--- config.mk ---
export PLATFORM = sky130hd
export DESIGN_NAME = programmable_clock_divider
export DESIGN_NICKNAME = d
export VERILOG_FILES = /design/src/rtl/programmable_clock_divider.sv
export SDC_FILE = /design/constraint.sdc
export NUM_CORES = 1
export LEC_CHECK = 0
export ABC_AREA = 1
export BUFFER_PORTS_ARGS = -buffer_cell sky130_fd_sc_hd__buf_4
export CAP_MARGIN = 15
export CELL_PAD_IN_SITES_DETAIL_PLACEMENT = 0
export CELL_PAD_IN_SITES_GLOBAL_PLACEMENT = 1
export CORE_MARGIN = 5
export CORE_UTILIZATION = 45
export CTS_CLUSTER_DIAMETER = 50
export DETAILED_ROUTE_END_ITERATION = 10
export HOLD_SLACK_MARGIN = 0.05
export PLACE_DENSITY = 0.8
export SKIP_CTS_REPAIR_TIMING = 1
export SYNTH_ARGS = -nofsm -noshare
export SYNTH_HDL_FRONTEND = slang
export SYNTH_SLANG_ARGS = --single-unit
export TNS_END_PERCENT = 10
--- constraint.sdc ---
create_clock -name clk -period 2.2 [get_ports clk]
set_input_delay 0.33 -clock clk [delete_from_list [all_inputs] [get_ports clk]]
set_output_delay 0.33 -clock clk [all_outputs]
set_load 0.05 [all_outputs]
--- src/rtl/programmable_clock_divider.sv ---
`default_nettype none
// ============================================================================
// Module   : programmable_clock_divider
// Purpose  : N independent clock dividers with shadowed period/high-time
//            configuration, per-channel enable and a global phase restart.
// Revision : 1.0 - initial release
// ============================================================================
module programmable_clock_divider #(
  parameter int Channels      = 4,
  parameter int ChannelBits   = 2,
  parameter int Width         = 8,
  parameter int DefaultPeriod = 55,
  parameter int DefaultHigh   = 28
) (
  input  logic                   clk,
  input  logic                   rst,
  input  logic [Channels-1:0]    en,
  input  logic                   sync,
  input  logic                   cfg_we,
  input  logic [ChannelBits-1:0] cfg_ch,
  input  logic [Width-1:0]       cfg_period,
  input  logic [Width-1:0]       cfg_high,
  output logic [Channels-1:0]    dclk,
  output logic [Channels-1:0]    tick,
  output logic [Channels-1:0]    running
);

  localparam logic [Width-1:0] c_def_period = Width'(DefaultPeriod);
  localparam logic [Width-1:0] c_def_high   = Width'(DefaultHigh);

  typedef enum logic [0:0] {
    S_IDLE = 1'b0,
    S_RUN  = 1'b1
  } state_t;

  generate
    for (genvar gi = 0; gi < Channels; gi++) begin : g_ch
      state_t           r_state;
      logic [Width-1:0] r_shadow_period;
      logic [Width-1:0] r_shadow_high;
      logic [Width-1:0] r_active_period;
      logic [Width-1:0] r_active_high;
      logic [Width-1:0] r_count;
      logic             r_dclk;
      logic             r_tick;
      logic             r_running;
      logic             w_cfg_hit;
      logic             w_wrap;
      logic [Width-1:0] w_count_inc;

      // Out-of-range channel indices never match any generated channel.
      assign w_cfg_hit   = cfg_we && (32'(cfg_ch) == gi);
      assign w_wrap      = sync || (r_count == r_active_period);
      assign w_count_inc = r_count + Width'(1);

      always_ff @(posedge clk) begin
        if (rst) begin
          r_shadow_period <= c_def_period;
          r_shadow_high   <= c_def_high;
          r_active_period <= c_def_period;
          r_active_high   <= c_def_high;
          r_count         <= '0;
          r_state         <= S_IDLE;
          r_dclk          <= 1'b0;
          r_tick          <= 1'b0;
          r_running       <= 1'b0;
        end else begin
          if (w_cfg_hit) begin
            r_shadow_period <= cfg_period;
            r_shadow_high   <= cfg_high;
          end

          // Loads below read the shadow value from before this edge, so a
          // coincident write is deferred to the next period start.
          case (r_state)
            S_IDLE: begin
              r_count <= '0;
              if (en[gi]) begin
                r_state         <= S_RUN;
                r_running       <= 1'b1;
                r_active_period <= r_shadow_period;
                r_active_high   <= r_shadow_high;
                r_dclk          <= (r_shadow_high != '0);
                r_tick          <= 1'b1;
              end else begin
                r_running <= 1'b0;
                r_dclk    <= 1'b0;
                r_tick    <= 1'b0;
              end
            end

            S_RUN: begin
              if (!en[gi]) begin
                r_state   <= S_IDLE;
                r_running <= 1'b0;
                r_count   <= '0;
                r_dclk    <= 1'b0;
                r_tick    <= 1'b0;
              end else if (w_wrap) begin
                r_count         <= '0;
                r_active_period <= r_shadow_period;
                r_active_high   <= r_shadow_high;
                r_dclk          <= (r_shadow_high != '0);
                r_tick          <= 1'b1;
              end else begin
                r_count <= w_count_inc;
                r_dclk  <= (w_count_inc < r_active_high);
                r_tick  <= 1'b0;
              end
            end

            default: begin
              r_state   <= S_IDLE;
              r_running <= 1'b0;
              r_count   <= '0;
              r_dclk    <= 1'b0;
              r_tick    <= 1'b0;
            end
          endcase
        end
      end

      assign dclk[gi]    = r_dclk;
      assign tick[gi]    = r_tick;
      assign running[gi] = r_running;
    end
  endgenerate

endmodule
`default_nettype wire
==> results.cfg <==
[timing]
clock_skew_ns = 0.00891
max_freq_mhz = 498
whs_ns = 0.170
fin_setup_tns_ns = 0
hold_viol = 0
tightest_slew_ns = 0.562
fin_crit_ns = 2.01
slew_viol_final = 0
setup_viol = 0
rsz0062_at_grt = no
slew_headroom_pct = 62.5
finalCritPeriodShare_pct = 91.2

[layout]
drive_above_1_share_pct = 9.65
area_growth_pct = 12.7
final_area_um2 = 8900
diodes = 0
final_nets = 1144
nFillCells = 1711

[clock_tree]
htree_levels = 4
cts_tree = built
cts.clk_slew.worst_paths_ns = 0.07
clock_sinks = 176
cts_buffers = 17
clk_path_buf_depth = 2
clk_latency_ns = 0.43
cts_root_buf = clkbuf_16

[worst_setup_path]
r2r.worst_path.cells = 10
critical_path_class = reg -> reg
crit_chain = nand3_1, nor3_2, nand2_1, xor2_1, inv_1, ha_1, and3_1, a21oi_1, nand2_1, a21oi_1
critPathCapture = g_ch[1].r_dclk$_SDFF_PP0_
cp.depth = 10
slowest_delay_ns = 0.41
reg2reg_slack_ns = 0.19
cp_max_fo = 5
cp.arrival_ns = 2.37
crit_path_start_kind = register
crit_path_end_kind = register
r2r_start = g_ch[1].r_count[0]$_SDFF_PP0_
crit_required_ns = 2.56
critPathTopFamily = simple AND/OR/NAND/NOR gates
critPathSlowestCell = dfxtp_1
rr_endpoint = g_ch[1].r_dclk$_SDFF_PP0_
crit_start = g_ch[1].r_count[0]$_SDFF_PP0_
path_buf_inv = 1

[place]
place_area_um2 = 8230
port_buffers = 37
hpwl_um = 12300
gp_congestion = 0.833

[die]
num_rows = 48
io_pins = 38
fp.coreArea_um2 = 17200
chipWidth_um = 142
fp.dieH_um = 142
start_util_pct = 45.8
die_area_um2 = 20300

[logic_synthesis]
synthFlopType = dfxtp_1
synth-compound-area-share_pct = 8.97
synth_area_per_cell_um2 = 7.38
synth_area_leader_cell = dfxtp_1
synth_seq_cells = 176
synth_area_leaders = dfxtp_1 (45%), nand2_1 (11%), nand3_1 (7.9%)
synth_top_family_by_area = simple AND/OR/NAND/NOR gates
synth_mux_area_share_pct = 0
ys_types = 33
synth_fp_nets = 1128
yosys.area_share.simple_pct = 27.0
synth-edff-count = 0
yosysWarnings = 0
yosysSeqAreaShare_pct = 44.6
synth_top_area_share_pct = 44.6
syn_inst = 1070
async_reset_ff_share_pct = 0
netlist_area_um2 = 7900
synthAdderAreaFrac_pct = 5.07
synth_xor_area_share_pct = 3.77

[pwr]
p_int_mw = 5.64
p_comb_share_pct = 9.0
sw_frac_of_total_pct = 24.2
switchingPower_mw = 1.80
power_density_nw_per_um2 = 836
irDropWorstVdd_v = 0.000461
p_leak_nw = 4.27
clockPowerShare_pct = 44.7
pwr-share-seq_pct = 46.3

[drt]
dr.pass1.iters = 5
wire_per_inst_um = 13.1
ant_nets = 0
initialDrtViolationCount = 382
via_count = 6356
wirelength_um = 17400
vias_per_cell = 4.80
drc = 0

[grt]
grt_use_total_pct = 17.5
grt_overflow_total = 0
grt_pass1_vias = 5808
grt_pass1_wl_um = 28500
grt_max_degree = 59
antenna_found_initial = 0

[hold_path]
hold_path.class = in -> reg
hp-start = cfg_period[4]

[status]
status = complete, no violations

[job]
max_cap_violations = 0
## per-stage QoR
| step | power, mW | worst slack, ns | utilization (%) | instances |
|---|---|---|---|---|
| 6_report | 7.44 | 0.194 | 51.6 | 1324 |
| 2_1_floorplan | 4.01 | 0.290 | - | 1070 |
| 3_5_place_dp | 4.19 | 0.159 | 47.7 | 1292 |
| 4_1_cts | 7.52 | 0.121 | 51.5 | 1324 |
| 5_1_grt | 7.76 | 0.000596 | 51.6 | 1324 |
| 3_3_place_gp | 4.19 | 0.224 | 47.7 | 1292 |
## state kept, by name, summed over array words and instances, names as in the netlist
name	cells
g_ch.r_active_high	32
g_ch.r_active_period	32
g_ch.r_count	32
g_ch.r_shadow_high	32
g_ch.r_shadow_period	32
g_ch.r_dclk	4
g_ch.r_running	4
g_ch.r_state	4
g_ch.r_tick	4
## routing by layer
metal | GRT usage, % | wire [um]
met1 | 24.5 | 8710
met2 | 27.8 | 8050
met3 | 3.16 | 424
met4 | 4.95 | 184
met5 | 0 | 0
## worst min path at each step
| stage | endpoint | slack (ns) | cells after the start |
|---|---|---|---|
| 4_1_cts | g_ch[1].r_shadow_period[4]$_SDFFE_PP1P_ | 0.15 | 3 |
| 3_3_place_gp | g_ch[1].r_shadow_period[0]$_SDFFE_PP1P_ | 0.44 | 2 |
| 3_5_place_dp | g_ch[0].r_shadow_period[6]$_SDFFE_PP0P_ | 0.45 | 2 |
| 2_1_floorplan | g_ch[2].r_active_period[0]$_SDFFE_PP1P_ | 0.42 | 2 |
| 6_report | g_ch[1].r_shadow_period[4]$_SDFFE_PP1P_ | 0.17 | 3 |
| 5_1_grt | g_ch[0].r_shadow_period[2]$_SDFFE_PP1P_ | 0.17 | 3 |
## synth_stat cells, drive strengths merged, types with 3 or more instances
library cell,instances
nor4,6
o21ai,55
nor3,10
ha,32
inv,135
xnor2,21
nand4,3
dfxtp,176
nand2,246
clkbuf,12
nor2,106
a21oi,82
xor2,13
buf,41
nand3,125
## power by group through the flow
stage	Combinational (mW)	Clock, mW	Sequential (mW)
3_5_place_dp	0.677	0	3.52
4_1_cts	0.681	3.39	3.45
3_3_place_gp	0.672	0	3.51
6_report	0.669	3.32	3.45
2_1_floorplan	0.520	0	3.49
5_1_grt	0.767	3.54	3.46
## cell families after synthesis
group | count (synthesis)
adder cells (fa/ha/maj) | 32
XOR/XNOR | 34
buffers and inverters | 188
AO/OA/AOI/OAI | 140
AND/OR/NAND/NOR | 500
flip-flops | 176
## worst reg2reg max path: cells and delay by family (launching register included)
kind                     cells  cell delay [ns]
adder cells (fa/ha/maj)      1             0.30
flip-flops                   1             0.41
AND/OR/NAND/NOR              5             0.73
XOR/XNOR                     1             0.18
buffers and inverters        1             0.06
AO/OA/AOI/OAI                2             0.27
## cell usage in the layout (no fill, tap or decap), drive strengths merged
cell type / count
a21o: 1
a21oi: 82
and2: 1
and3: 1
buf: 50
bufinv: 5
clkbuf: 18
clkinv: 6
clkinvlp: 3
dfxtp: 176
ha: 32
inv: 135
nand2: 246
nand3: 125
nand4: 3
nor2: 106
nor3: 10
nor3b: 1
nor4: 6
o211ai: 1
o21a: 1
o21ai: 55
or2: 1
xnor2: 21
xor2: 13
## cell type report
class	instances	area, um2	share of cell area (%)
multi-input cells	706	3560	40.0
clock buffers	18	439	4.93
flip-flops and latches	176	3530	39.6
repair buffers	50	375	4.22
clock inverters	14	214	2.40
inverters	135	507	5.69
well taps	225	282	3.16
No activity file was read; power rests on OpenSTA's default activity.
